### src/rtl/sd_cmd_responder.sv
// Card-side SD CMD line responder: receives 48-bit host commands on SD_CLK rises,
// checks CRC7, decodes CMD0/CMD8/CMD55/ACMD41 and returns R1/R3/R7 on SD_CLK falls.
module sd_cmd_responder #(
  parameter int          NCR        = 2,
  parameter logic [31:0] OCR_VALUE  = 32'h00FF8000,
  parameter int          INIT_COUNT = 2
) (
  input  logic        CLK,
  input  logic        RST_N,
  input  logic        SD_CLK,
  input  logic        CMD_IN,
  output logic        CMD_OUT,
  output logic        CMD_OE,
  output logic        CMD_VALID,
  output logic [5:0]  CMD_INDEX,
  output logic [31:0] CMD_ARG,
  output logic        CRC_ERR,
  output logic        CARD_READY
);

  typedef enum logic [2:0] {HUNT, RECV, CHECK, WAIT_NCR, SEND} state_t;
  typedef enum logic [1:0] {RSP_NONE, RSP_R1, RSP_R3, RSP_R7} resp_t;

  localparam logic [7:0] NCR_LAST = 8'(NCR - 1);
  localparam logic [7:0] INIT_LIM = 8'(INIT_COUNT);

  state_t      state_r, state_next_s;
  logic        sd_meta_r, sd_sync_r, sd_prev_r;
  logic        cmd_meta_r, cmd_sync_r;
  logic        rise_s, fall_s, cmd_bit_s;
  logic [47:0] frame_r;
  logic [5:0]  bit_cnt_r;
  logic [7:0]  ncr_cnt_r;
  logic [5:0]  send_cnt_r;
  logic [47:0] resp_r;
  logic        app_cmd_r, crc_flag_r;
  logic [7:0]  init_cnt_r;

  logic [5:0]  idx_s;
  logic [31:0] arg_s;
  logic        crc_ok_s, app_next_s, illegal_s, ready_next_s;
  logic [7:0]  init_next_s;
  resp_t       resp_kind_s;
  logic [31:0] r1_status_s, content_s;
  logic [5:0]  idx_field_s;
  logic [39:0] resp_body_s;
  logic [6:0]  resp_crc_s;

  function automatic logic [6:0] crc7(input logic [39:0] d);
    logic [6:0] c;
    logic       fb;
    c = 7'd0;
    for (int i = 39; i >= 0; i--) begin
      fb = d[i] ^ c[6];
      c  = {c[5:0], 1'b0} ^ (fb ? 7'h09 : 7'h00);
    end
    return c;
  endfunction

  // SD_CLK and CMD_IN pass through matching synchroniser depths so data stays aligned with the edge.
  assign rise_s    = sd_sync_r & ~sd_prev_r;
  assign fall_s    = ~sd_sync_r & sd_prev_r;
  assign cmd_bit_s = cmd_sync_r;
  assign idx_s     = frame_r[45:40];
  assign arg_s     = frame_r[39:8];
  assign crc_ok_s  = (crc7(frame_r[47:8]) == frame_r[7:1]) && frame_r[0];

  // Command decode and response assembly, evaluated while the frame sits in CHECK.
  always_comb begin
    app_next_s   = 1'b0;
    illegal_s    = 1'b0;
    ready_next_s = CARD_READY;
    init_next_s  = init_cnt_r;
    resp_kind_s  = RSP_NONE;
    case (idx_s)
      6'd0: begin
        ready_next_s = 1'b0;
        init_next_s  = 8'd0;
      end
      6'd8: begin
        if (arg_s[11:8] == 4'h1) resp_kind_s = RSP_R7;
        else                     resp_kind_s = RSP_NONE;
      end
      6'd55: begin
        app_next_s  = 1'b1;
        resp_kind_s = RSP_R1;
      end
      6'd41: begin
        if (app_cmd_r) begin
          init_next_s  = (init_cnt_r == 8'hFF) ? init_cnt_r : init_cnt_r + 8'd1;
          ready_next_s = (init_cnt_r >= INIT_LIM) ? 1'b1 : CARD_READY;
          resp_kind_s  = RSP_R3;
        end else begin
          illegal_s   = 1'b1;
          resp_kind_s = RSP_R1;
        end
      end
      default: begin
        illegal_s   = 1'b1;
        resp_kind_s = RSP_R1;
      end
    endcase

    r1_status_s = {8'h00, crc_flag_r, illegal_s, 9'h000, 3'b000, ready_next_s,
                   1'b1, 2'b00, app_next_s, 5'h00};
    case (resp_kind_s)
      RSP_R3: begin
        content_s   = {ready_next_s, OCR_VALUE[30:0]};
        idx_field_s = 6'h3F;
      end
      RSP_R7: begin
        content_s   = {20'h00000, arg_s[11:0]};
        idx_field_s = idx_s;
      end
      default: begin
        content_s   = r1_status_s;
        idx_field_s = idx_s;
      end
    endcase
    resp_body_s = {2'b00, idx_field_s, content_s};
    resp_crc_s  = (resp_kind_s == RSP_R3) ? 7'h7F : crc7(resp_body_s);
  end

  // FSM state register.
  always_ff @(posedge CLK) begin
    if (!RST_N) state_r <= HUNT;
    else        state_r <= state_next_s;
  end

  // FSM next-state logic; transitions only advance on detected SD_CLK edges.
  always_comb begin
    state_next_s = state_r;
    case (state_r)
      HUNT: begin
        if (rise_s && !cmd_bit_s) state_next_s = RECV;
        else                      state_next_s = HUNT;
      end
      RECV: begin
        if (rise_s && bit_cnt_r == 6'd1 && !cmd_bit_s) state_next_s = HUNT;
        else if (rise_s && bit_cnt_r == 6'd47)         state_next_s = CHECK;
        else                                           state_next_s = RECV;
      end
      CHECK: begin
        if (!crc_ok_s)                    state_next_s = HUNT;
        else if (resp_kind_s != RSP_NONE) state_next_s = WAIT_NCR;
        else                              state_next_s = HUNT;
      end
      WAIT_NCR: begin
        if (fall_s && ncr_cnt_r == NCR_LAST) state_next_s = SEND;
        else                                 state_next_s = WAIT_NCR;
      end
      SEND: begin
        if (fall_s && send_cnt_r == 6'd48) state_next_s = HUNT;
        else                               state_next_s = SEND;
      end
      default: state_next_s = HUNT;
    endcase
  end

  // Datapath: synchronisers, frame shifter, card state and response serialiser.
  always_ff @(posedge CLK) begin
    if (!RST_N) begin
      sd_meta_r  <= 1'b0;
      sd_sync_r  <= 1'b0;
      sd_prev_r  <= 1'b0;
      cmd_meta_r <= 1'b1;
      cmd_sync_r <= 1'b1;
      frame_r    <= 48'd0;
      bit_cnt_r  <= 6'd0;
      ncr_cnt_r  <= 8'd0;
      send_cnt_r <= 6'd0;
      resp_r     <= 48'd0;
      app_cmd_r  <= 1'b0;
      crc_flag_r <= 1'b0;
      init_cnt_r <= 8'd0;
      CMD_OUT    <= 1'b1;
      CMD_OE     <= 1'b0;
      CMD_VALID  <= 1'b0;
      CMD_INDEX  <= 6'd0;
      CMD_ARG    <= 32'd0;
      CRC_ERR    <= 1'b0;
      CARD_READY <= 1'b0;
    end else begin
      sd_meta_r  <= SD_CLK;
      sd_sync_r  <= sd_meta_r;
      sd_prev_r  <= sd_sync_r;
      cmd_meta_r <= CMD_IN;
      cmd_sync_r <= cmd_meta_r;
      CMD_VALID  <= 1'b0;
      CRC_ERR    <= 1'b0;
      case (state_r)
        HUNT: begin
          if (rise_s && !cmd_bit_s) begin
            frame_r   <= 48'd0;
            bit_cnt_r <= 6'd1;
          end
        end
        RECV: begin
          if (rise_s) begin
            frame_r   <= {frame_r[46:0], cmd_bit_s};
            bit_cnt_r <= bit_cnt_r + 6'd1;
          end
        end
        CHECK: begin
          ncr_cnt_r  <= 8'd0;
          send_cnt_r <= 6'd0;
          if (crc_ok_s) begin
            CMD_VALID  <= 1'b1;
            CMD_INDEX  <= idx_s;
            CMD_ARG    <= arg_s;
            app_cmd_r  <= app_next_s;
            init_cnt_r <= init_next_s;
            CARD_READY <= ready_next_s;
            resp_r     <= {resp_body_s, resp_crc_s, 1'b1};
            // crc_flag is consumed by the R1 that reports it.
            if (resp_kind_s == RSP_R1) crc_flag_r <= 1'b0;
          end else begin
            CRC_ERR    <= 1'b1;
            crc_flag_r <= 1'b1;
          end
        end
        WAIT_NCR: begin
          if (fall_s) ncr_cnt_r <= ncr_cnt_r + 8'd1;
        end
        SEND: begin
          if (fall_s) begin
            if (send_cnt_r != 6'd48) begin
              CMD_OE     <= 1'b1;
              CMD_OUT    <= resp_r[47];
              resp_r     <= {resp_r[46:0], 1'b1};
              send_cnt_r <= send_cnt_r + 6'd1;
            end else begin
              CMD_OE  <= 1'b0;
              CMD_OUT <= 1'b1;
            end
          end
        end
        default: begin
          CMD_OE  <= 1'b0;
          CMD_OUT <= 1'b1;
        end
      endcase
    end
  end

endmodule

### config.mk
export PLATFORM = sky130hd
export DESIGN_NAME = sd_cmd_responder
export DESIGN_NICKNAME = d
export VERILOG_FILES = /design/src/rtl/sd_cmd_responder.sv
export SDC_FILE = /design/constraint.sdc
export NUM_CORES = 1
export LEC_CHECK = 0
export ABC_CLOCK_PERIOD_IN_PS = 10310
export CAP_MARGIN = 0
export CELL_PAD_IN_SITES_DETAIL_PLACEMENT = 0
export CELL_PAD_IN_SITES_GLOBAL_PLACEMENT = 1
export CORE_ASPECT_RATIO = 0.5
export CORE_MARGIN = 2
export CORE_UTILIZATION = 50
export DETAILED_ROUTE_END_ITERATION = 8
export DONT_BUFFER_PORTS = 1
export GPL_TIMING_DRIVEN = 0
export HOLD_SLACK_MARGIN = 0.12
export MAX_ROUTING_LAYER = met4
export PLACE_DENSITY = 0.82
export SETUP_SLACK_MARGIN = 0.5
export SKIP_LAST_GASP = 1
export SYNTH_ARGS = -nofsm -noshare
export SYNTH_HDL_FRONTEND = slang
export SYNTH_SLANG_ARGS = --single-unit
### constraint.sdc
create_clock -name CLK -period 10.31 [get_ports CLK]
set_clock_uncertainty 0.1 [all_clocks]
set_input_delay 3.093 -clock CLK [delete_from_list [all_inputs] [get_ports CLK]]
set_output_delay 3.093 -clock CLK [all_outputs]
set_load 0.005 [all_outputs]
==> impl_results.md <==
- Total GRT Usage: 26.33%
- Hold Startpoint: cmd_meta_r
- CTS resizes: 0
- DRC marker count from the first detailed-route iteration: 524
- Tcrit/Tclk final: 43.42%
- CP Max Fanout: 10
- Die area: 18130 µm²
- Cell row count: 33
- Syn avg cell area: 8.670 µm²
- Worst R2R Setup Slack: 5.83 ns
- I/O Pins: 47
- Final global-route overflow total: 0
- Clock Latency Late Sink: 0.44 ns
- FMAX: 223.4 MHz
- Die Width: 188.5 µm
- RSZ-0062 raised after global routing: no
- Routing usage on met1: 35.71%
- Final net count: 1012
- R2R cell count: 13
- Grt met3 use: 5.651%
- Slew headroom: 32.35%
- CTS tree: yes
- Post-CTS setup buffer count: 0
- EDFF count, synth: 0
- Hold EP: cmd_bit_s
- Port Buffers: 0
- Synth Area in Adders: 1.177%
- Cell Area, Synth: 8506 µm²
- CTS Buffer Depth: 2
- Slew Viols, Final: 0
- Hold violation count in the final report: 0
- Root Buffer: clkbuf_16
- Yosys cell types: 64
- Total CTS buffers: 17
- Post-synthesis sequential area ratio: 41.66%
- IR Drop Worst-Case VDD: 0.0001086 V
- Cells after synthesis: 981
- GRT busiest layer: met2
- Largest net degree at the start of global routing: 18
- Total wire length: 22140 µm
- Worst min path class: flop to flop
- Share of layout cells above drive strength 1: 5.429%
- Core area: 16520 µm²
- Initial antenna violation count: 0
- Met2 usage: 40.35%
- Share of flip-flops with an asynchronous set or reset: 0%
- Highest-count cells in the layout ignoring fill and taps: dfxtp_1, nand2_1, nor2_1
- Max-Cap Viols: 0
- Syn-to-layout area delta: 10.14%
- CTS Hold Bufs: 0
- Tmin final: 4.476 ns
- Die height: 96.23 µm
- Detailed-placement wirelength estimate: 16150 µm
- Vias in the first global route: 6722
- Multiplexer share of the synthesized area: 0.8532%
- Setup violations, final: 0
- Yosys warning count: 0
- Worst R2R Start: frame_r[42]
- Dpl cells: 1208
- Total chip power: 1.361 mW
- Clock sink total: 177
- Antenna Nets Post-Route: 0
- Finished Core Util: 56.72%
- Critical path arrival: 4.67 ns
- Most common cell after layout, fill and taps aside: dfxtp_1
- Status: complete, no violations
- Xor-xnor portion of the synthesized cell area: 15.90%
- Seq cells post-synth: 177
- Vias: 7202
- Drt pass-1 iters: 5
- P_leak: 3.278 nW
- Hold path depth: 1
- Layout Cells excl Fill: 1241
- Complex-gate fraction of the synthesized area: 17.03%
- Post-Synth Simple-Gate Area: 19.48%
- Syn Nets: 993
- CTS H-tree lvls: 4
- Worst Path Required: 10.51 ns
- WL/cell: 17.84 µm
- Setup TNS Final: 0 ns
- Top FF cell, synth: dfxtp_1
- Worst setup SP type: flop
- Largest family of logic cells by synthesized area: simple AND/OR/NAND/NOR gates
- Worst-path clk slew: 0.08 ns
- CP Class: flop to flop
- DR vias/cell: 5.803
- Initial Util: 51.50%
- R2R Path End: resp_r[36]
- First-pass GRT wire length: 36000 µm
- Pwr dens: 145.3 nW/µm²
- RePlAce Congestion: 0.8900
- DRC Markers: 0
- Worst Setup End Kind: flop
- Actual slew at the worst max-slew pin: 1.009 ns
[cells by family (layout without fill, tap and decap cells)]
group	count (synthesis)	in the layout
AND/OR/NAND/NOR	360	360
AO/OA/AOI/OAI	226	226
flip-flops	177	177
XOR/XNOR	118	118
buffers and inverters	85	117
adder cells (fa/ha/maj)	8	8
multiplexers	7	7
other	0	1
[flip-flops by register name, indices dropped and copies added, names as in the netlist, 3 cells and up]
name	count
send_cnt_r	6
CMD_INDEX	6
CMD_ARG	32
init_cnt_r	8
ncr_cnt_r	8
state_r	3
resp_r	48
frame_r	48
bit_cnt_r	6
[power by group]
part | switching [mW] | internal (mW) | leakage, nW | total [mW]
Clock | 0.302 | 0.342 | 0.276 | 0.645
Sequential | 0.000914 | 0.684 | 1.43 | 0.685
Combinational | 0.0259 | 0.00582 | 1.58 | 0.0317
[synth_stat cells, types with 2 or more instances]
cell type / count / area, µm²
nor4b_1: 3 / 26.28
a31oi_1: 4 / 25.02
o211a_1: 3 / 30.03
buf_2: 10 / 50.05
o221ai_1: 11 / 96.34
xnor2_1: 56 / 490.5
o22ai_1: 4 / 25.02
xor2_1: 38 / 332.8
dfxtp_1: 177 / 3543
or4_1: 5 / 37.54
a22oi_1: 48 / 360.4
xor3_1: 3 / 71.32
ha_1: 8 / 100.1
or3_1: 7 / 43.79
xnor2_2: 2 / 32.53
and3_1: 7 / 43.79
and2_1: 4 / 25.02
buf_1: 10 / 37.54
nand2_1: 125 / 469.2
o31ai_1: 18 / 135.1
nand2b_1: 6 / 37.54
and4_1: 2 / 17.52
mux2i_1: 5 / 50.05
nor2_1: 94 / 352.8
inv_1: 11 / 41.29
nor2b_1: 3 / 18.77
nor3b_1: 2 / 15.01
o21ai_0: 43 / 215.2
nor3_1: 10 / 50.05
nand3_1: 73 / 365.4
clkbuf_1: 53 / 198.9
a211oi_1: 2 / 15.01
o32ai_1: 2 / 17.52
mux2_2: 2 / 22.52
nand4_1: 9 / 56.30
a21oi_1: 75 / 375.4
xnor3_1: 16 / 360.4
a32o_1: 2 / 20.02
a21o_1: 3 / 22.52
[critical path: stages (launching register included)]
cell and delay, ns:
dfxtp_1 0.37, buf_2 0.29, xnor3_1 0.51, xnor2_2 0.35
xnor2_1 0.14, xnor2_1 0.32, and3_1 0.21, o21ai_0 0.09
o31ai_2 0.81, a31oi_1 0.34, buf_2 0.28, buf_1 0.27
nand3_1 0.15, o21ai_0 0.09
[through the flow]
| step | setup slack (ns) | hold slack, ns | instance area, µm² |
|---|---|---|---|
| after global routing | 5.563 | 0.3565 | 9365 |
| final | 5.834 | 0.3195 | 9368 |
| after floorplan | 6.118 | 0.2863 | 8506 |
| after CTS | 5.909 | 0.3156 | 9365 |
| after global placement | 5.468 | 0.2895 | 8790 |
| after detailed placement | 5.453 | 0.2914 | 8790 |
[cell type report]
class                   count  area (µm²)
diodes                      1       2.502
plain buffers              73       286.5
clock buffers              18       429.2
clock inverters            14       146.4
fillers                  1524        7148
inverters                  12       45.04
multi-input cells         719        4631
flip-flops and latches    177        3543
well taps                 227       284.0
[worst max-delay path by stage]
stage,startpoint,end,depth (start not counted)
3_5_place_dp,RST_N,CRC_ERR,5
3_3_place_gp,RST_N,CRC_ERR,5
2_1_floorplan,RST_N,init_cnt_r[1],5
4_1_cts,frame_r[42],resp_r[35],12
6_report,frame_r[42],resp_r[36],13
5_1_grt,frame_r[42],resp_r[34],13
[layer usage]
layer / vias to the layer above / wire, µm
met2: 188 / 9775
li1: 3488 / -
met5: - / 0
met1: 3502 / 10820
met4: 0 / 206
met3: 24 / 1337
Note: power is estimated with default switching activity, not from simulation.
